$ cat src/rtl/lc3_mem_arbiter_if.sv
// rtl/lc3_mem_arbiter_if.sv - LC3 memory bus (en/we/addr/din/dout/rdy handshake)
interface lc3_mem_arbiter_if #(
  parameter int ADDR_W = 16,
  parameter int DATA_W = 16
) ();
  logic              en;
  logic              we;
  logic [ADDR_W-1:0] addr;
  logic [DATA_W-1:0] din;
  logic [DATA_W-1:0] dout;
  logic              rdy;

  modport master (output en, output we, output addr, output din, input dout, input rdy);
  modport slave  (input en, input we, input addr, input din, output dout, output rdy);
endinterface

$ cat src/rtl/lc3_mem_arbiter.sv
// rtl/lc3_mem_arbiter.sv - two-port LC3 memory arbiter
// CPU priority with bounded DMA starvation guard and a ready watchdog.
module lc3_mem_arbiter #(
  parameter int ADDR_W    = 16,
  parameter int DATA_W    = 16,
  parameter int DMA_EVERY = 4,
  parameter int TIMEOUT   = 64
) (
  input  logic                     clk,
  input  logic                     rst,
  lc3_mem_arbiter_if.slave         cpu,
  lc3_mem_arbiter_if.slave         dma,
  lc3_mem_arbiter_if.master        mem,
  output logic [1:0]               grant,
  output logic                     bus_err
);

  localparam logic [1:0] ST_IDLE = 2'd0;
  localparam logic [1:0] ST_BUSY = 2'd1;
  localparam logic [1:0] ST_DONE = 2'd2;

  localparam logic [3:0] DMA_EVERY_W = 4'(DMA_EVERY);
  localparam logic [7:0] TIMEOUT_W   = 8'(TIMEOUT);

  logic [1:0]        state_q, state_d;
  logic              owner_dma_q, owner_dma_d;
  logic              mem_en_q, mem_en_d;
  logic              mem_we_q, mem_we_d;
  logic [ADDR_W-1:0] mem_addr_q, mem_addr_d;
  logic [DATA_W-1:0] mem_din_q, mem_din_d;
  logic [DATA_W-1:0] cpu_dout_q, cpu_dout_d;
  logic [DATA_W-1:0] dma_dout_q, dma_dout_d;
  logic              cpu_rdy_q, cpu_rdy_d;
  logic              dma_rdy_q, dma_rdy_d;
  logic              bus_err_q, bus_err_d;
  logic [1:0]        grant_q, grant_d;
  logic [3:0]        streak_q, streak_d;
  logic [7:0]        wdog_q, wdog_d;
  logic              pick_dma;
  logic [7:0]        wdog_inc;

  // DMA wins when alone, or when the CPU has held the bus DMA_EVERY times in a row.
  assign pick_dma = dma.en && (!cpu.en || (streak_q >= DMA_EVERY_W));
  assign wdog_inc = wdog_q + 8'd1;

  always_comb begin
    state_d     = state_q;
    owner_dma_d = owner_dma_q;
    mem_en_d    = mem_en_q;
    mem_we_d    = mem_we_q;
    mem_addr_d  = mem_addr_q;
    mem_din_d   = mem_din_q;
    cpu_dout_d  = cpu_dout_q;
    dma_dout_d  = dma_dout_q;
    cpu_rdy_d   = 1'b0;
    dma_rdy_d   = 1'b0;
    bus_err_d   = 1'b0;
    grant_d     = grant_q;
    streak_d    = streak_q;
    wdog_d      = wdog_q;

    case (state_q)
      ST_IDLE: begin
        if (!dma.en) streak_d = 4'd0;
        if (cpu.en || dma.en) begin
          owner_dma_d = pick_dma;
          grant_d     = pick_dma ? 2'b10 : 2'b01;
          mem_en_d    = 1'b1;
          mem_we_d    = pick_dma ? dma.we   : cpu.we;
          mem_addr_d  = pick_dma ? dma.addr : cpu.addr;
          mem_din_d   = pick_dma ? dma.din  : cpu.din;
          wdog_d      = 8'd0;
          state_d     = ST_BUSY;
          if (pick_dma) begin
            streak_d = 4'd0;
          end else if (dma.en && (streak_q != 4'hF)) begin
            streak_d = streak_q + 4'd1;
          end
        end
      end
      ST_BUSY: begin
        if (mem.rdy) begin
          if (!mem_we_q) begin
            if (owner_dma_q) dma_dout_d = mem.dout;
            else             cpu_dout_d = mem.dout;
          end
          mem_en_d  = 1'b0;
          cpu_rdy_d = !owner_dma_q;
          dma_rdy_d = owner_dma_q;
          state_d   = ST_DONE;
        end else begin
          wdog_d = wdog_inc;
          if (wdog_inc == TIMEOUT_W) begin
            mem_en_d  = 1'b0;
            cpu_rdy_d = !owner_dma_q;
            dma_rdy_d = owner_dma_q;
            bus_err_d = 1'b1;
            state_d   = ST_DONE;
          end
        end
      end
      ST_DONE: begin
        grant_d = 2'b00;
        state_d = ST_IDLE;
      end
      default: begin
        grant_d  = 2'b00;
        mem_en_d = 1'b0;
        state_d  = ST_IDLE;
      end
    endcase
  end

  always_ff @(posedge clk) begin
    if (rst) begin
      state_q     <= ST_IDLE;
      owner_dma_q <= 1'b0;
      mem_en_q    <= 1'b0;
      mem_we_q    <= 1'b0;
      mem_addr_q  <= '0;
      mem_din_q   <= '0;
      cpu_dout_q  <= '0;
      dma_dout_q  <= '0;
      cpu_rdy_q   <= 1'b0;
      dma_rdy_q   <= 1'b0;
      bus_err_q   <= 1'b0;
      grant_q     <= 2'b00;
      streak_q    <= 4'd0;
      wdog_q      <= 8'd0;
    end else begin
      state_q     <= state_d;
      owner_dma_q <= owner_dma_d;
      mem_en_q    <= mem_en_d;
      mem_we_q    <= mem_we_d;
      mem_addr_q  <= mem_addr_d;
      mem_din_q   <= mem_din_d;
      cpu_dout_q  <= cpu_dout_d;
      dma_dout_q  <= dma_dout_d;
      cpu_rdy_q   <= cpu_rdy_d;
      dma_rdy_q   <= dma_rdy_d;
      bus_err_q   <= bus_err_d;
      grant_q     <= grant_d;
      streak_q    <= streak_d;
      wdog_q      <= wdog_d;
    end
  end

  assign mem.en   = mem_en_q;
  assign mem.we   = mem_we_q;
  assign mem.addr = mem_addr_q;
  assign mem.din  = mem_din_q;
  assign cpu.dout = cpu_dout_q;
  assign cpu.rdy  = cpu_rdy_q;
  assign dma.dout = dma_dout_q;
  assign dma.rdy  = dma_rdy_q;
  assign grant    = grant_q;
  assign bus_err  = bus_err_q;

endmodule

$ cat src/flat_wrapper.sv
// flat-port wrapper written by rule: the top's interface ports become plain ports
module lc3_mem_arbiter_flat 
#(
  parameter int ADDR_W    = 16,
  parameter int DATA_W    = 16,
  parameter int DMA_EVERY = 4,
  parameter int TIMEOUT   = 64
)
  (clk, rst, grant, bus_err, cpu_en, cpu_we, cpu_addr, cpu_din, cpu_dout, cpu_rdy, dma_en, dma_we, dma_addr, dma_din, dma_dout, dma_rdy, mem_en, mem_we, mem_addr, mem_din, mem_dout, mem_rdy);
  lc3_mem_arbiter_if #(.ADDR_W(ADDR_W), .DATA_W(DATA_W)) cpu_i ();
  lc3_mem_arbiter_if #(.ADDR_W(ADDR_W), .DATA_W(DATA_W)) dma_i ();
  lc3_mem_arbiter_if #(.ADDR_W(ADDR_W), .DATA_W(DATA_W)) mem_i ();
  input  logic clk;
  input  logic rst;
  output logic [1:0] grant;
  output logic bus_err;
  input wire logic [$bits(cpu_i.en)-1:0] cpu_en;
  input wire logic [$bits(cpu_i.we)-1:0] cpu_we;
  input wire logic [$bits(cpu_i.addr)-1:0] cpu_addr;
  input wire logic [$bits(cpu_i.din)-1:0] cpu_din;
  output wire logic [$bits(cpu_i.dout)-1:0] cpu_dout;
  output wire logic [$bits(cpu_i.rdy)-1:0] cpu_rdy;
  input wire logic [$bits(dma_i.en)-1:0] dma_en;
  input wire logic [$bits(dma_i.we)-1:0] dma_we;
  input wire logic [$bits(dma_i.addr)-1:0] dma_addr;
  input wire logic [$bits(dma_i.din)-1:0] dma_din;
  output wire logic [$bits(dma_i.dout)-1:0] dma_dout;
  output wire logic [$bits(dma_i.rdy)-1:0] dma_rdy;
  output wire logic [$bits(mem_i.en)-1:0] mem_en;
  output wire logic [$bits(mem_i.we)-1:0] mem_we;
  output wire logic [$bits(mem_i.addr)-1:0] mem_addr;
  output wire logic [$bits(mem_i.din)-1:0] mem_din;
  input wire logic [$bits(mem_i.dout)-1:0] mem_dout;
  input wire logic [$bits(mem_i.rdy)-1:0] mem_rdy;
  assign cpu_i.en = cpu_en;
  assign cpu_i.we = cpu_we;
  assign cpu_i.addr = cpu_addr;
  assign cpu_i.din = cpu_din;
  assign cpu_dout = cpu_i.dout;
  assign cpu_rdy = cpu_i.rdy;
  assign dma_i.en = dma_en;
  assign dma_i.we = dma_we;
  assign dma_i.addr = dma_addr;
  assign dma_i.din = dma_din;
  assign dma_dout = dma_i.dout;
  assign dma_rdy = dma_i.rdy;
  assign mem_en = mem_i.en;
  assign mem_we = mem_i.we;
  assign mem_addr = mem_i.addr;
  assign mem_din = mem_i.din;
  assign mem_i.dout = mem_dout;
  assign mem_i.rdy = mem_rdy;
  lc3_mem_arbiter #(.ADDR_W(ADDR_W), .DATA_W(DATA_W), .DMA_EVERY(DMA_EVERY), .TIMEOUT(TIMEOUT)) u_core (.clk(clk), .rst(rst), .cpu(cpu_i), .dma(dma_i), .mem(mem_i), .grant(grant), .bus_err(bus_err));
endmodule
$ cat config.mk
export PLATFORM = sky130hd
export DESIGN_NAME = lc3_mem_arbiter_flat
export DESIGN_NICKNAME = d
export VERILOG_FILES = /design/src/rtl/lc3_mem_arbiter_if.sv /design/src/rtl/lc3_mem_arbiter.sv /design/src/flat_wrapper.sv
export SDC_FILE = /design/constraint.sdc
export NUM_CORES = 1
export LEC_CHECK = 0
export ABC_AREA = 0
export CAP_MARGIN = 20
export CORE_MARGIN = 5
export CORE_UTILIZATION = 40
export CTS_CLUSTER_DIAMETER = 200
export DETAILED_ROUTE_END_ITERATION = 10
export PLACE_DENSITY = 0.8
export SETUP_SLACK_MARGIN = 0.2
export SYNTH_ARGS = -nofsm -noshare
export SYNTH_HDL_FRONTEND = slang
export SYNTH_SLANG_ARGS = --single-unit
$ cat constraint.sdc
create_clock -name clk -period 2.1 [get_ports clk]
set_clock_uncertainty 0.1 [all_clocks]
set_input_delay 0.42 -clock clk [delete_from_list [all_inputs] [get_ports clk]]
set_output_delay 0.42 -clock clk [all_outputs]
set_load 0.03 [all_outputs]
==> metrics.md, run 1 <==
| Metric | Value |
|---|---|
| Inserted Diodes | 0 |
| Most frequent cells in the layout | nor2_1 (86), clkdlybuf4s50_1 (85), dfxtp_1 (83) |
| Vias in the first global route | 3307 |
| Maxcap violations | 0 |
| Avg Synthesized Cell Area | 9.77 sq um |
| Layout cells sized above 1 | 0.0947 |
| Mapped Cells | 340 |
| Crit-path max FO | 7 |
| Non-filler cells in the finished layout | 612 |
| Die Wd | 101 microns |
| CTS root buffer | clkbuf_8 |
| Hold-fix buffers, CTS | 0 |
| Drt pass-1 iters | 5 |
| Hold_ws | 0.380 ns |
| Number of remaining DRC errors | 0 |
| Hold Crit Class | register to register |
| Post-synth net total | 430 |
| Synth warn | 0 |
| Leak | 2.58 nW |
| Maximum VDD drop | approximately 400 uV |
| Die Height | just over 100 microns |
| Number of enable flip-flop cells after synthesis | 0 |
| Critical path arrival | 1.99 ns |
| Num CTS Buffers | 9 |
| RSZ-0062 raised after global routing | true |
| CTS H-Tree Depth | 3 |
| Relative slew margins | 0.646 |
| Startpoint types | register |
| Fin area | 5280 sq um |
| Initial antenna violation count | 0 |
| Worst Setup SP | u_core.wdog_q[0]$_SDFFE_PP0P_ |
| Min-delay src | u_core.owner_dma_q$_SDFFE_PP0P_ |
| Final wirelength | approximately 10000 microns |
| CTS tree | done |
| Overall global routing resource usage | 0.193 |
| I/O pins | roughly 160 |
| First-pass GRT wire length | 15900 microns |
| Worst-margin pin slew | 0.531 ns |
| Detail Route Antenna Nets | 0 |
| Remaining global-route overflow | 0 |
| Setup Fix Bufs, Post-CTS | 0 |
| Worst Hold End | u_core.dma.rdy$_SDFF_PP0_ |
| Sequential fraction of the synthesis area | 0.518 |
| Critical path class | register to register |
| Most common cell after layout, fill and taps aside | nor2_1 |
| Fin util | 0.646 |
| Final-report hold violation count | 0 |
| DP Area | about 5100 sq um |
| Die ar. | between 10000 and 15000 sq um |
| Std cell rows | 33 |
| Starting DRC count in detailed routing | between 200 and 300 |
| Via total after detailed routing | around 3300 |
| Placed Cells incl. Taps | 596 |
| TNS Setup | 0 ns |
| Status | completed |
| Final min period | 1.81 ns |
| Synthesized cell area | around 3300 sq um |
| Share of flip-flops with an asynchronous set or reset | 0 |
| Number of gates resized after CTS | 59 |
| DP HPWL | 7460 microns |
| Core area | between 8000 and 9000 sq um |
| Largest net degree at the start of global routing | 44 |
| Reg2reg start | u_core.wdog_q[0]$_SDFFE_PP0P_ |
| Number of distinct library cells after synthesis | 42 |
| Sink Count | 86 |
| Fmax | 0.551 GHz |
| Fin. max-slew vios | 0 |
| WP data required | 2.27 ns |
| Placer Congestion | 0.835 |
| Clk Latency, worst-skew pair | 0.36 ns |
| Final net count | 592 |
| Hold path depth | 1 |
| Crit Reg-Reg Endpoint | u_core.mem.en$_SDFFE_PP0P_ |
| # setup viols final | 0 |
| Layout area overhead | 58.8% |
| Buffers on Ports | around 160 |
| WL/cell | 16.6 microns |
| Clock buffer depth | 2 |
| R2R depth | 5 |
| DR vias/cell | 5.33 |
| Starting density of the core | 0.406 |
| Reg clk slew, reported paths | 0.10 ns |
| Crit. End Element | register |
| R2R setup slack | between 0.2 and 0.3 ns |
| Top FF cell, synth | dfxtp_1 |
| PD cells | roughly 730 nW/um^2 |
| Final worst-path cycle share | 0.864 |
| FF+latch count, synth | 86 |
[worst max path at each step]
stage	slack, ns	endpoint
floorplan	0.34	u_core.cpu.rdy$_SDFF_PP0_
global placement	0.07	u_core.cpu.dout[10]$_SDFFE_PP0P_
detailed placement	-0.02	u_core.cpu.dout[2]$_SDFFE_PP0P_
CTS	0.20	dma_dout[14]
global route	0.18	u_core.mem.en$_SDFFE_PP0P_
finish	0.29	u_core.mem.en$_SDFFE_PP0P_
[synth_stat cells, types with 2 or more instances]
| cell type | n | area (sq um) |
|---|---|---|
| a211oi_1 | 2 | 15.0 |
| a21oi_1 | 14 | 70.1 |
| a222oi_1 | 33 | 330 |
| a22oi_1 | 3 | 22.5 |
| and3_1 | 2 | 12.5 |
| buf_2 | 5 | 25.0 |
| buf_4 | 2 | 15.0 |
| clkbuf_1 | 14 | 52.6 |
| dfxtp_1 | 86 | 1720 |
| ha_1 | 3 | 37.5 |
| inv_1 | 4 | 15.0 |
| mux2i_1 | 32 | 320 |
| nand2_1 | 9 | 33.8 |
| nand2b_1 | 2 | 12.5 |
| nand3_1 | 4 | 20.0 |
| nor2_1 | 86 | 323 |
| nor3b_1 | 3 | 22.5 |
| o211a_1 | 2 | 20.0 |
| o21ai_0 | 7 | 35.0 |
| o22ai_1 | 2 | 12.5 |
| or2_2 | 2 | 12.5 |
| or3_1 | 3 | 18.8 |
[routing by layer]
layer / vias to the layer above / wire, microns / part of all wire / global-route usage
li1: 1569 / - / - / -
met3: 17 / 926 / 0.091 / 0.0771
met5: - / 0 / 0 / 0
met2: 128 / 5270 / 0.52 / 0.343
met1: 1548 / 3790 / 0.37 / 0.209
met4: 0 / 187 / 0.018 / 0.0634
[area by class of cell]
| cell class | count | area (sq um) |
|---|---|---|
| clock buffers | 9 | 124 |
| multi-input cells | 227 | 1480 |
| inverters | 4 | 15.0 |
| clock inverters | 7 | 86.3 |
| flip-flops and latches | 86 | 1730 |
| repair buffers | 174 | 1710 |
| fillers | 681 | 2900 |
| well taps | 105 | 131 |
[critical path: stages, from the launching register on]
cell and delay [ns]:
dfxtp_2 0.39, and3_1 0.18, and3_4 0.21, mux2_4 0.30
o2111a_2 0.32, o32ai_2 0.24
[cell families (layout without fill, tap and decap cells)]
family,count (synthesis),in the layout,share of synthesized area
xor+xnor,1,1,0.00264
buf+inv,27,194,0.0369
compound gates,68,68,0.168
simple gates,122,122,0.162
flops,86,86,0.518
mux,33,33,0.101
fa+ha+maj,3,3,0.0113
[per-stage QoR]
stage,setup WS [ns],power (mW)
floorplan,0.335,2.26
global placement,0.0683,2.70
detailed placement,-0.0187,2.73
CTS,0.200,3.90
global route,0.181,4.04
finish,0.287,3.87
[state kept, by name, summed over array words and instances (netlist names)]
name	cells
u_core.dma.dout	16
u_core.grant	2
u_core.bus_err	1
u_core.streak_q	4
u_core.mem.din	16
u_core.wdog_q	8
u_core.owner_dma_q	1
u_core.mem.addr	16
u_core.mem.en	1
u_core.cpu.dout	16
u_core.mem.we	1
u_core.state_q	2
u_core.dma.rdy	1
u_core.cpu.rdy	1
[power by group]
group | internal, mW | switching (mW)
clock | 0.577 | 0.656
sequential | 1.72 | 0.0528
combinational | 0.398 | 0.461
total | 2.70 | 1.17
(Power assumes the default switching activity.)
==> run 2, diff against run 1 <==
--- a/config.mk
+++ b/config.mk
@@ -7,12 +7,13 @@
 export LEC_CHECK = 0
 export ABC_AREA = 0
 export CAP_MARGIN = 20
-export CORE_MARGIN = 5
 export CORE_UTILIZATION = 40
 export CTS_CLUSTER_DIAMETER = 200
 export DETAILED_ROUTE_END_ITERATION = 10
+export MAX_ROUTING_LAYER = met4
 export PLACE_DENSITY = 0.8
 export SETUP_SLACK_MARGIN = 0.2
+export SLEW_MARGIN = 20
 export SYNTH_ARGS = -nofsm -noshare
 export SYNTH_HDL_FRONTEND = slang
 export SYNTH_SLANG_ARGS = --single-unit
==> metrics.md, run 2 (same netlist as run 1, synthesis figures left out) <==
| Metric | Value |
|---|---|
| Clk Latency, worst-skew pair | 0.34 ns (was 0.36 ns) |
| R2R depth | 5 (unchanged) |
| CP cell instances | clkdlybuf4s50_1 (was and3_1 > and3_4 > mux2_4 > o2111a_2 > o32ai_2) |
| CTS H-Tree Depth | 3 (unchanged) |
| Fmax | 0.539 GHz (was 0.551 GHz) |
| Hold Crit Class | input port to register (was register to register) |
| DP HPWL | 7160 microns (was 7460 microns) |
| DR vias/cell | 5.34 (was 5.33) |
| Fin. max-slew vios | 0 (unchanged) |
| Largest net degree at the start of global routing | 30 (was 44) |
| Reg clk slew, reported paths | 0.10 ns (about the same) |
| Starting density of the core | 0.421 (was 0.406) |
| Critical path buffers and inverters | 1 (was 0) |
| Min-delay src | rst (was u_core.owner_dma_q$_SDFFE_PP0P_) |
| Std cell rows | 32 (was 33) |
| I/O pins | 158 (unchanged) |
| Worst slack, placed | -0.0423 ns (was -0.0187 ns) |
| Critical path arrival | 1.33 ns (was 1.99 ns) |
| Final wirelength | 9570 microns (was 10200 microns) |
| # setup viols final | 0 (unchanged) |
| Die Height | 93.2 microns (was 101 microns) |
| Starting DRC count in detailed routing | 226 (was 253) |
| Buffers on Ports | 157 (unchanged) |
| Reg2reg start | u_core.wdog_q[1]$_SDFFE_PP0P_ (was u_core.wdog_q[0]$_SDFFE_PP0P_) |
| Die ar. | 8680 sq um (was 10200 sq um) |
| Crit. End Element | output port (was register) |
| Cell family with most CP delay | buffers and inverters (was compound AO/OA/AOI/OAI gates) |
| Sequential share of power | 0.477 (was 0.459) |
| Initial antenna violation count | 0 (unchanged) |
| Leak | 2.61 nW (was 2.58 nW) |
| Final-report hold violation count | 0 (unchanged) |
| Most frequent cells in the layout | clkdlybuf4s50_1 (88), nor2_1 (86), dfxtp_1 (83) (was nor2_1 (86), clkdlybuf4s50_1 (85), dfxtp_1 (83)) |
| P_sw | 1.13 mW (was 1.17 mW) |
| Sink Count | 86 (unchanged) |
| Total internal power | 2.60 mW (was 2.70 mW) |
| Via total after detailed routing | 3254 (was 3262) |
| Combinational power share | 0.228 (was 0.222) |
| Worst Setup SP | u_core.dma.dout[1]$_SDFFE_PP0P_ (was u_core.wdog_q[0]$_SDFFE_PP0P_) |
| Die Wd | 93.2 microns (was 101 microns) |
| Most common cell after layout, fill and taps aside | clkdlybuf4s50_1 (was nor2_1) |
| Num CTS Buffers | 9 (unchanged) |
| First-pass GRT wire length | 15600 microns (was 15900 microns) |
| Layout area overhead | 57.9% (was 58.8%) |
| Startpoint types | register (unchanged) |
| Layout cells sized above 1 | 0.0947 (unchanged) |
| Worst Hold End | u_core.dma.dout[13]$_SDFFE_PP0P_ (was u_core.dma.rdy$_SDFF_PP0_) |
| Clock buffer depth | 2 (unchanged) |
| CTS tree | done (unchanged) |
| Status | completed (unchanged) |
| RSZ-0062 raised after global routing | true (unchanged) |
| Final net count | 592 (unchanged) |
| Switching share of power | 0.303 (was 0.302) |
| Inserted Diodes | 0 (unchanged) |
| WP data required | 1.58 ns (was 2.27 ns) |
| Detail Route Antenna Nets | 0 (unchanged) |
| Vias in the first global route | 3343 (was 3307) |
| R2R setup slack | 0.27 ns (was 0.29 ns) |
| Overall global routing resource usage | 0.234 (was 0.193) |
| Fillers | 663 (was 681) |
| Clock share of power | 0.295 (was 0.319) |
| Placer Congestion | 0.791 (was 0.835) |
| Slowest cell on the critical path | clkdlybuf4s50_1 (was dfxtp_2) |
| Setup Fix Bufs, Post-CTS | 0 (unchanged) |
| Hold-fix buffers, CTS | 0 (unchanged) |
| Remaining global-route overflow | 0 (unchanged) |
| CTS root buffer | clkbuf_8 (unchanged) |
| Number of remaining DRC errors | 0 (unchanged) |
| Non-filler cells in the finished layout | 609 (was 612) |
| Crit-path max FO | 2 (was 7) |
| Worst path max stage delay | 0.66 ns (was 0.39 ns) |
| Core area | 7890 sq um (was 8180 sq um) |
| Maxcap violations | 0 (unchanged) |
| PD cells | 710 nW/um^2 (was 733 nW/um^2) |
| Maximum VDD drop | 333 uV (was 403 uV) |
| Pwr Total | 3.73 mW (was 3.87 mW) |
| Relative slew margins | 0.757 (was 0.646) |
| Placed Cells incl. Taps | 593 (was 596) |
| WL/cell | 15.7 microns (was 16.6 microns) |
| Drt pass-1 iters | 7 (was 5) |
| Worst-margin pin slew | 0.364 ns (was 0.531 ns) |
| Critical path class | register to output port (was register to register) |
| Final worst-path cycle share | 0.883 (was 0.864) |
| Setup ws final | 0.245 ns (was 0.287 ns) |
| Final min period | 1.85 ns (was 1.81 ns) |
| Crit Reg-Reg Endpoint | u_core.mem.en$_SDFFE_PP0P_ (unchanged) |
| Hold path depth | 2 (was 1) |
-- run 2: power by group through the flow --
| stage | clock network [mW] | logic [mW] | registers (mW) |
|---|---|---|---|
| floorplan | 0 | 0.284 | 1.98 |
| global placement | 0 | 0.880 | 1.81 |
| detailed placement | 0 | 0.895 | 1.82 |
| CTS | 1.13 | 0.858 | 1.78 |
| global route | 1.21 | 0.912 | 1.79 |
| finish | 1.10 | 0.849 | 1.78 |
-- run 2: repair_timing --
item,4_1_cts,5_1_grt
setup endpoints to repair,50,30
gates resized for setup,50,22
hold endpoints to repair,0,0
-- run 2: stage by stage --
stage          hold slack [ns]  TNS [ns]  area, sq um  utilization
2_1_floorplan            0.343         0         3320            -
3_3_place_gp             0.365         0         5070        0.642
3_5_place_dp             0.354    -0.832         5070        0.642
4_1_cts                  0.298         0         5190        0.658
5_1_grt                  0.322         0         5250        0.665
6_report                 0.311         0         5250        0.665
-- run 2: worst max path at each step --
stage,endpoint,slack (ns),depth (start not counted)
2_1_floorplan,u_core.cpu.rdy$_SDFF_PP0_,0.34,5
3_3_place_gp,u_core.cpu.dout[10]$_SDFFE_PP0P_,0.03,6
3_5_place_dp,u_core.mem.din[3]$_SDFFE_PP0P_,-0.04,6
4_1_cts,mem_addr[5],0.20,1
5_1_grt,u_core.mem.en$_SDFFE_PP0P_,0.17,5
6_report,dma_dout[1],0.25,1
-- run 2: area by class of cell --
class | instances | area, sq um | share of cell area
Clock buffer | 10 | 138 | 0.0262
Tap cell | 102 | 128 | 0.0243
Multi-Input combinational cell | 227 | 1490 | 0.284
Clock inverter | 6 | 51.3 | 0.00978
Timing Repair Buffer | 174 | 1700 | 0.324
Inverter | 4 | 15.0 | 0.00286
Sequential cell | 86 | 1730 | 0.329
-- run 2: routing by layer --
layer	share of wire	up-vias	GRT usage
met5	0	-	-
met4	0.026	0	0.0962
met3	0.065	19	0.0455
met2	0.51	133	0.402
met1	0.40	1528	0.267
li1	-	1574	-
-- run 2: worst register-to-register path, cell delays in order, from the launching register on --
cell and delay, ns:
dfxtp_2 0.39, and3_1 0.19, and3_4 0.21, mux2_4 0.30, o2111a_2 0.32, o32ai_2 0.25
==> run 3, diff against run 2 <==
--- a/config.mk
+++ b/config.mk
@@ -8,7 +8,6 @@
 export ABC_AREA = 0
 export CAP_MARGIN = 20
 export CORE_UTILIZATION = 40
-export CTS_CLUSTER_DIAMETER = 200
 export DETAILED_ROUTE_END_ITERATION = 10
 export MAX_ROUTING_LAYER = met4
 export PLACE_DENSITY = 0.8
==> results of run 3 <==
No change in the layout: final DEF, timing and power equal those of run 2.
